`src/rtl/alu_arbiter.sv`:
```
// alu_arbiter: round-robin sharing of one combinational ALU between two
// requesters. An accepted request loads the ALU operand/control registers,
// the ALU result is captured one cycle later, and the result is returned on
// the owning requester's response channel.
// Optional feature macro: ALU_ARB_PIPE_EN. When it is defined, a new request
// may be accepted in the same cycle that the previous response hands off.
module alu_arbiter #(
    parameter int WIDTH = 32,
    parameter int OP_W  = 6
) (
    input  logic             clk,
    input  logic             rst_n,
    input  logic             req0_valid,
    output logic             req0_ready,
    input  logic [WIDTH-1:0] req0_a,
    input  logic [WIDTH-1:0] req0_b,
    input  logic [OP_W-1:0]  req0_op,
    input  logic             req1_valid,
    output logic             req1_ready,
    input  logic [WIDTH-1:0] req1_a,
    input  logic [WIDTH-1:0] req1_b,
    input  logic [OP_W-1:0]  req1_op,
    output logic             rsp0_valid,
    input  logic             rsp0_ready,
    output logic [WIDTH-1:0] rsp0_data,
    output logic             rsp1_valid,
    input  logic             rsp1_ready,
    output logic [WIDTH-1:0] rsp1_data,
    output logic [WIDTH-1:0] alu_ra,
    output logic [WIDTH-1:0] alu_rb,
    output logic             alu_arith_mode,
    output logic             alu_logic_alt,
    output logic [2:0]       alu_funct3,
    input  logic [WIDTH-1:0] alu_arith_out,
    input  logic [WIDTH-1:0] alu_logic_out
);

    typedef enum logic [1:0] {
        S_IDLE = 2'd0,
        S_EXEC = 2'd1,
        S_RESP = 2'd2
    } state_t;

    state_t           r_state;
    logic             r_rr_ptr;
    logic             r_owner;
    logic             r_use_logic;
    logic [WIDTH-1:0] r_alu_ra;
    logic [WIDTH-1:0] r_alu_rb;
    logic             r_arith_mode;
    logic             r_logic_alt;
    logic [2:0]       r_funct3;
    logic [WIDTH-1:0] r_rsp_data;
    logic [1:0]       r_rsp_valid;

    logic [1:0]       w_req_valid;
    logic [1:0]       w_req_ready;
    logic [1:0]       w_rsp_ready;
    logic             w_rsp_hs;
    logic             w_arb_en;
    logic             w_grant;
    logic             w_accept;
    logic [WIDTH-1:0] w_sel_a;
    logic [WIDTH-1:0] w_sel_b;
    logic [OP_W-1:0]  w_sel_op;

    assign w_req_valid = {req1_valid, req0_valid};
    assign w_rsp_ready = {rsp1_ready, rsp0_ready};

    // Response handshake: only the owner's ready counts.
    assign w_rsp_hs = (r_state == S_RESP) && w_rsp_ready[r_owner];

    // Arbitration window. Gated by rst_n so no ready is shown during reset.
`ifdef ALU_ARB_PIPE_EN
    assign w_arb_en = rst_n && ((r_state == S_IDLE) || w_rsp_hs);
`else
    assign w_arb_en = rst_n && (r_state == S_IDLE);
`endif

    // Single requester wins outright; a tie goes to the round-robin pointer.
    assign w_grant  = (&w_req_valid) ? r_rr_ptr : w_req_valid[1];
    assign w_accept = w_arb_en && (|w_req_valid);

    assign w_sel_a  = w_grant ? req1_a  : req0_a;
    assign w_sel_b  = w_grant ? req1_b  : req0_b;
    assign w_sel_op = w_grant ? req1_op : req0_op;

    genvar gi;
    generate
        for (gi = 0; gi < 2; gi++) begin : g_ready
            assign w_req_ready[gi] = w_accept && (w_grant == 1'(gi));
        end
    endgenerate

    assign req0_ready     = w_req_ready[0];
    assign req1_ready     = w_req_ready[1];
    assign rsp0_valid     = r_rsp_valid[0];
    assign rsp1_valid     = r_rsp_valid[1];
    assign rsp0_data      = r_rsp_data;
    assign rsp1_data      = r_rsp_data;
    assign alu_ra         = r_alu_ra;
    assign alu_rb         = r_alu_rb;
    assign alu_arith_mode = r_arith_mode;
    assign alu_logic_alt  = r_logic_alt;
    assign alu_funct3     = r_funct3;

    // Control FSM plus operand, result and response registers.
    always_ff @(posedge clk or negedge rst_n) begin
        if (!rst_n) begin
            r_state      <= S_IDLE;
            r_rr_ptr     <= 1'b0;
            r_owner      <= 1'b0;
            r_use_logic  <= 1'b0;
            r_alu_ra     <= '0;
            r_alu_rb     <= '0;
            r_arith_mode <= 1'b0;
            r_logic_alt  <= 1'b0;
            r_funct3     <= 3'd0;
            r_rsp_data   <= '0;
            r_rsp_valid  <= 2'b00;
        end else begin
            // Accept can only occur in IDLE or on a RESP handoff.
            if (w_accept) begin
                r_alu_ra     <= w_sel_a;
                r_alu_rb     <= w_sel_b;
                r_use_logic  <= w_sel_op[5];
                r_arith_mode <= w_sel_op[4];
                r_logic_alt  <= w_sel_op[3];
                r_funct3     <= w_sel_op[2:0];
                r_owner      <= w_grant;
                r_rr_ptr     <= ~w_grant;
            end
            case (r_state)
                S_IDLE: begin
                    if (w_accept) begin
                        r_state <= S_EXEC;
                    end
                end
                S_EXEC: begin
                    r_rsp_data           <= r_use_logic ? alu_logic_out : alu_arith_out;
                    r_rsp_valid[r_owner] <= 1'b1;
                    r_state              <= S_RESP;
                end
                S_RESP: begin
                    if (w_rsp_hs) begin
                        r_rsp_valid <= 2'b00;
                        r_state     <= w_accept ? S_EXEC : S_IDLE;
                    end
                end
                default: begin
                    r_state <= S_IDLE;
                end
            endcase
        end
    end

endmodule

```
`config.mk`:
```
export PLATFORM = sky130hd
export DESIGN_NAME = alu_arbiter
export DESIGN_NICKNAME = d
export VERILOG_FILES = /design/src/rtl/alu_arbiter.sv
export SDC_FILE = /design/constraint.sdc
export NUM_CORES = 1
export LEC_CHECK = 0
export BUFFER_PORTS_ARGS = -buffer_cell sky130_fd_sc_hd__buf_4
export CAP_MARGIN = 20
export CORE_AREA = 4 4 133 135
export DETAILED_ROUTE_END_ITERATION = 6
export DIE_AREA = 0 0 137 139
export GPL_TIMING_DRIVEN = 0
export PLACE_DENSITY = 0.73
export SYNTH_ARGS = -nofsm -noshare
export SYNTH_HDL_FRONTEND = slang
export SYNTH_SLANG_ARGS = --single-unit
```
`constraint.sdc`:
```
create_clock -name clk -period 2.81 [get_ports clk]
set_input_delay 0.281 -clock clk [delete_from_list [all_inputs] [get_ports clk]]
set_output_delay 0.281 -clock clk [all_outputs]
set_load 0.01 [all_outputs]
```
Yosys cells after proc, flatten, opt, wreduce, memory -nomap -nowiden --
Cells that the tools add are included.
Storage, ports and cells: register bits 108
Cells by class: $lt $le $gt $ge 2, equality and inequality tests 4, muxes and demuxes 15, bitwise operators 2, reduce and logical (&&, ||, !) cells 12
Operators by type and width (number):
- two-way mux 32 bit | 3
- logical AND 1 bit | 6
- two-way mux 2 bit | 3
- two-way mux 6 bit | 1
- case mux 2 bit (3 select lines) | 1
- AND reduction 2 bit | 3
- two-way mux 1 bit | 5
- inequality test 2 bit, second input constant | 2
- case mux 2 bit (2 select lines) | 1
- equality test 2 x 1 -> 1 bit, second input constant | 1
- equality test 2 bit, second input constant | 1
- zero test 2 bit | 1
- < comparator 1 x 2 -> 1 bit, second input constant | 1
- OR 2 bit | 1
- nonzero test 2 bit | 1
- OR reduction 2 bit | 1
- demux 1 bit (select 1 bit) | 1
- greater-or-equal comparator 1 bit, second input constant | 1
- inverter 1 bit | 1

Depth between registers and ports, before layout --
Gate-level depths: netlist of run 1.
word-level depth 6, gate-level depth with buffers 6

Worst setup path after synthesis of run 1 --
Ideal clock, no wire load.
kind register -> output, from reg r_state[1], to out req1_ready, arrival 1279 ps, required time 2529 ps, path slack 1250 ps, cell stages (with the launch flop) 5, buffers on the path 2, path through dfrtp_1 > or3b_1 > buf_6 > buf_12 > nor3b_4
Between the ends: word-level cells in the longest chain between the ends 4
Ends and longest elaborated chain:
- start, declared | RTL line 44 | state_t r_state;
- start signal, assigned | RTL line 147 | r_state <= w_accept ? S_EXEC : S_IDLE;
- zero test 2 bit | RTL line 77 | assign w_arb_en = rst_n && (r_state == S_IDLE);
- logical AND 1 bit | RTL line 77
- logical AND 1 bit | RTL line 82 | assign w_accept = w_arb_en && (|w_req_valid);
- logical AND 1 bit | RTL line 91 | assign w_req_ready[gi] = w_accept && (w_grant == 1'(gi));
- end, declared | RTL line 19 | output logic req1_ready,
No other way between the ends.

Worst setup path after layout of run 1 --
from in rst_n, to out req1_ready
Between the ends: word-level cells in the longest chain between the ends 3
Ends and longest elaborated chain:
- start, declared | RTL line 12 | input logic rst_n,
- logical AND 1 bit | RTL line 77
- logical AND 1 bit | RTL line 82
- logical AND 1 bit | RTL line 91
No other way between the ends.

==> results.tsv, run 1 <==
stage	metric	value	unit
finish	final_cells	1104	
finish	drive_gt1_share	56.79	%
clocking	cts_tree	yes	
setup_path	cp_max_fo	50	
job	cap_violations	0	
sta	post-route-period-util	93.32	%
synth	ys_seq_area_share	47.35	%
sta	relSlewSlack	43.31	%
synth	avgSynthCellArea	10.96	sq um
finish	layout_commonest_cell	buf_4	
sta	hold_viol	0	
sta	rsz0062_at_grt	false	
synth	yosys_warnings	0	
floorplan	core-area	0.01647	sq mm
finish	diodes	0	
routing	via_count	5467	
clocking	cts.htree.levels	3	
global_route	grt_usage	21.11	%
sta	worst_pin_slew	0.8447	ns
setup_path	worst_path_max_delay_cell	dlygate4sd3_1	
routing	routedWlPerCell	18.82	um
sta	setup_viol	0	
power	p_per_area	981.7	mW/mm^2
placement	dp_hpwl	16260	um
power	vdd_drop_max	0.4991	mV
routing	postRouteAntennaNets	0	
outcome	outcome	completed	
setup_path	cp.arrival	2.34	ns
clocking	cts.sinks	108	
finish	num-nets-final	1089	
routing	drt_pass1_iterations	4	
routing	drt-total-wl	20770	um
power	p_leak	4.401	nW
floorplan	die_x	137	um
routing	drc	0	
synth	netlist_area	0.005708	sq mm
floorplan	io_pins	347	
clocking	clkTransAtPathRegs	0.08	ns
finish	layout_common_cells	buf_4, dfrtp_1, nand2_1	
clocking	cts_setup_buffers	0	
finish	area_growth	56.05	%
finish	regArea	0.002703	sq mm
floorplan	design.die.area	0.01904	sq mm
floorplan	initial_utilization	34.67	%
global_route	grt_pass1_wl	31440	um
floorplan	rows	47	
setup_path	cp.required	2.53	ns
synth	synth_cell_types	25	
routing	drt_iter0_markers	201	
placement	dp_slack	0.4347	ns
setup_path	endpoint_kind	output port	
setup_path	worst_path_most_repeated_cell	buf_6	
routing	avgViaCountPerCell	4.952	
global_route	grt_max_degree	62	
synth	syn-num-nets	731	
finish	fillers	1554	
floorplan	die_height	139	um
setup_path	start_kind	input pin	
clocking	numCtsBuffers	9	
sta	worst_slack	0.1877	ns
synth	ys_seq_elements	108	
placement	dpl.cell_count	1087	
setup_path	r2r_cells	4	
placement	port_buffers	345	
sta	finalSetupTns	0	ns
synth	syn_inst	521	
global_route	grt_pass1_vias	5617	
setup_path	max_stage_delay	0.55	ns
sta	timing.fmax	381.3	MHz
placement	gp_congestion	0.7582	
clocking	cts_buffer_depth	2	
setup_path	criticalPathCategory	input pin to output port	
global_route	grt_overflow	0	
global_route	antenna_found_initial	0	
finish	multi_input_area	0.002412	sq mm
sta	finalMaxSlewViolations	0	
worst_hold_path	hold_path_class	input pin to flip-flop	
setup_path	crit_chain	dlygate4sd3_1, buf_6, or3b_1, buf_6, buf_12, nor3b_4, buf_4	
clocking	clk_latency	0.34	ns
sta	post-route-min-period	2.622	ns
worst_hold_path	holdPathStages	2	
sta	fin_skew	0.009649	ns
clocking	cts_root_buf	clkbuf_16	
==> synth_stat cells <==
cell        n  area share, %
a21o_1      2           0.26
a21oi_1     1          0.088
a221o_1    70             12
and2b_2     1           0.15
and3_1      1           0.11
buf_12      1           0.35
buf_2      20            1.8
buf_4      33            4.3
buf_6      15            3.0
clkbuf_1   13           0.85
dfrtp_1   108             47
inv_1       2           0.13
mux2i_1    32            5.6
nand2_1   104            6.8
nand2b_1    1           0.11
nor2_1      2           0.13
nor2b_1     3           0.33
nor3_1      1          0.088
nor3_2     69             12
nor3b_2     1           0.22
nor3b_4     1           0.33
o21ai_0    37            3.2
o21ai_1     1          0.088
or2b_1      1           0.13
or3b_1      1           0.15
==> layout make-up <==
type / instances / share of cell area (%)
Clock inverter: 6 / 0.7164
Timing Repair Buffer: 347 / 29.54
Clock buffer: 10 / 2.571
Tap cell: 220 / 3.090
Inverter: 2 / 0.08428
Multi-Input combinational cell: 329 / 27.08
Sequential cell: 108 / 30.34
Buffer: 82 / 6.574
==> report_power, final <==
part / internal [mW] / total, mW / switching [mW]
Clock: 0.693 / 1.28 / 0.591
Combinational: 2.48 / 4.62 / 2.14
Sequential: 2.30 / 2.84 / 0.542
Total: 5.47 / 8.74 / 3.28
==> path summary, 6_finish.rpt <==
check / from / to / slack [ns]
max reg2reg: r_state[1] / alu_rb[30] / 1.06
min reg2reg: rsp0_data[11] / rsp0_data[11] / 0.51
min in group asynchronous: rst_n / alu_rb[23] / 0.45
max: rst_n / req1_ready / 0.19
max in group asynchronous: rst_n / rsp0_data[17] / 1.68
min: req0_a[13] / alu_ra[13] / 0.16
==> routing by layer <==
layer  vias up  global-route usage, %  wire length (um)
met2       235                  37.00             10640
met1      2637                  24.80              7826
li1       2570                      -                 -
met4         0                  6.197               374
met5         -                      0                 0
met3        25                  6.168              1936
==> repair_timing <==
action,CTS,global route
hold buffers,1,0
gates resized for setup,0,1
endpoints found under the hold margin,17,0
endpoints found under the setup margin,0,2
==> state kept, by name, summed over array words and instances (netlist names) <==
name and flops:
alu_ra 32, r_rr_ptr 1, rsp0_data 32, alu_arith_mode 1, r_rsp_valid 2, alu_rb 32, r_state 2, alu_funct3 3
alu_logic_alt 1, r_use_logic 1, r_owner 1
==> per-stage QoR <==
stage               cell area [sq um]  hold WS [ns]  power, mW  util, %
global placement                 8573        0.4894      7.462    52.07
floorplan                        5708      -0.01459      5.165        -
global route                     8907        0.1504      9.305    54.10
CTS                              8904        0.1455      8.853    54.07
detailed placement               8601        0.3648      7.543    52.23
finish                           8907        0.1630      8.744    54.10
==> worst max-delay path, delay by kind of cell <==
kind | cells | cell delay (ns)
buf+inv | 5 | 1.44
simple gates | 2 | 0.60
==> logic make-up (layout without fill, tap and decap cells) <==
kind of cell	Yosys count	after routing	share of synthesized area, %
AOI/OAI and AO/OA	111	111	15.96
DFF	108	108	47.35
and+or+nand+nor	186	186	20.69
buffers and inverters	84	447	10.39
muxes	32	32	5.612
Note: power is estimated with default switching activity, not from simulation.
==> run 2, diff against run 1 <==
Settings changed: CORE_AREA 4 4 133 135 to 2 2 135 137, PLACE_DENSITY 0.73 to 0.7.
==> results.tsv, run 2 (same netlist as run 1, synthesis figures left out) <==
stage	metric	value	unit
outcome	outcome	completed	
finish	layout_common_cells	buf_4, dfrtp_1, nand2_1	
clocking	hold_buffers	0	
placement	dp_hpwl	15760	um
floorplan	die_height	139	um
routing	avgViaCountPerCell	4.926	
floorplan	die_x	137	um
clocking	clkTransAtPathRegs	0.07	ns
floorplan	io_pins	347	
placement	port_buffers	345	
power	power.switching	3.301	mW
sta	setup_viol	0	
job	cap_violations	0	
power	vdd_drop_max	0.5286	mV
placement	dp_slack	0.3994	ns
global_route	grt.met2_usage	35.53	%
sta	worst_pin_slew	0.8045	ns
sta	rsz0062_at_grt	false	
clocking	cts_buffer_depth	2	
worst_hold_path	hold_path_class	input pin to async pin	
floorplan	design.die.area	0.01904	sq mm
global_route	busiest_layer	met2	
setup_path	cp.required	2.53	ns
global_route	use_met1	25.21	%
clocking	ctsResizeCount	0	
global_route	met3_usage	4.934	%
clocking	numCtsBuffers	9	
global_route	grt_pass1_wl	30140	um
global_route	grt_pass1_vias	5464	
sta	post-route-period-util	81.04	%
sta	worst_slack	0.5328	ns
finish	final_cells	1112	
clocking	cts.htree.levels	3	
finish	num-nets-final	1088	
setup_path	cp_max_fo	60	
clocking	cts.sinks	108	
finish	drive_gt1_share	56.85	%
sta	finalMaxSlewViolations	0	
floorplan	core-area	0.01766	sq mm
floorplan	rows	49	
finish	layout_commonest_cell	buf_4	
sta	relSlewSlack	46.01	%
power	power_frac_seq	32.7	%
power	combPwrFrac	52.8	%
setup_path	endpoint_kind	output port	
routing	routedWlPerCell	18.35	um
clocking	cts_root_buf	clkbuf_16	
setup_path	criticalPathCategory	input pin to output port	
finish	area_growth	55.94	%
power	p_per_area	980.4	mW/mm^2
sta	post-route-min-period	2.277	ns
floorplan	initial_utilization	32.33	%
power	p_sw_share	37.82	%
setup_path	start_kind	input pin	
power	p_leak	4.393	nW
routing	drt_iter0_markers	169	
power	internal_power	5.426	mW
routing	via_count	5478	
sta	fin_skew	0.01165	ns
routing	drt-total-wl	20410	um
finish	diodes	0	
clocking	cts_tree	yes	
clocking	clk_latency	0.35	ns
placement	gp_congestion	0.7781	
setup_path	cp.arrival	2.00	ns
sta	finalSetupTns	0	ns
global_route	grt_overflow	0	
sta	timing.fmax	439.1	MHz
power	pwr-share-clk	14.5	%
power	power	8.726	mW
global_route	antenna_found_initial	0	
placement	dpl.cell_count	1096	
sta	hold_viol	0	
sta	fin_hold_ws	0.006200	ns
global_route	grt_usage	20.63	%
routing	drt_pass1_iterations	4	
routing	drc	0	
clocking	cts_setup_buffers	0	
global_route	grt_max_degree	61	
routing	postRouteAntennaNets	0	
==> run 2: worst paths after layout <==
path | cells past startpoint | slack, ns | start | end
max in group asynchronous | 2 | 2.05 | rst_n | alu_ra[17]
setup reg to reg | 4 | 1.03 | r_state[1] | alu_rb[31]
min in group clk | 2 | 0.15 | req0_a[22] | alu_ra[22]
hold reg to reg | 2 | 0.51 | rsp0_data[12] | rsp0_data[12]
setup / recovery | 6 | 0.53 | rst_n | req1_ready
hold / removal | 1 | 0.006 | rst_n | alu_rb[22]
==> run 2: metal layers <==
metal	share of wire [%]	vias up	wire, um
li1	-	2565	-
met1	39	2646	7991
met2	50	240	10150
met3	9.1	27	1863
met4	2.0	0	400
met5	0	-	0
==> run 2: through the flow <==
stage                     instance area (sq um)  utilization [%]
after CTS                                  8901            50.41
after global routing                       8901            50.41
final                                      8901            50.41
after global placement                     8584            48.62
after floorplan                            5708                -
after detailed placement                   8612            48.77
==> run 2: power groups by stage <==
stage               Clock, mW  Combinational [mW]  Sequential, mW
floorplan                   0                2.09            3.08
CTS                      1.30                4.68            2.85
detailed placement          0                4.68            2.86
global route             1.36                4.95            2.94
global placement            0                4.61            2.86
finish                   1.27                4.61            2.85
==> run 2: final cells by class <==
class,count,area [sq um]
inverters,2,7.507
repair buffers,346,2618
fillers,1687,8756
multi-input cells,329,2412
clock inverters,4,32.53
flip-flops and latches,108,2703
plain buffers,82,585.6
well taps,229,286.5
clock buffers,12,256.5
==> run 2: worst max-delay path, cell delays in order <==
cell and delay (ns):
buf_4 0.59, or3b_1 0.43, buf_6 0.17, buf_12 0.15
nor3b_4 0.18, buf_4 0.15
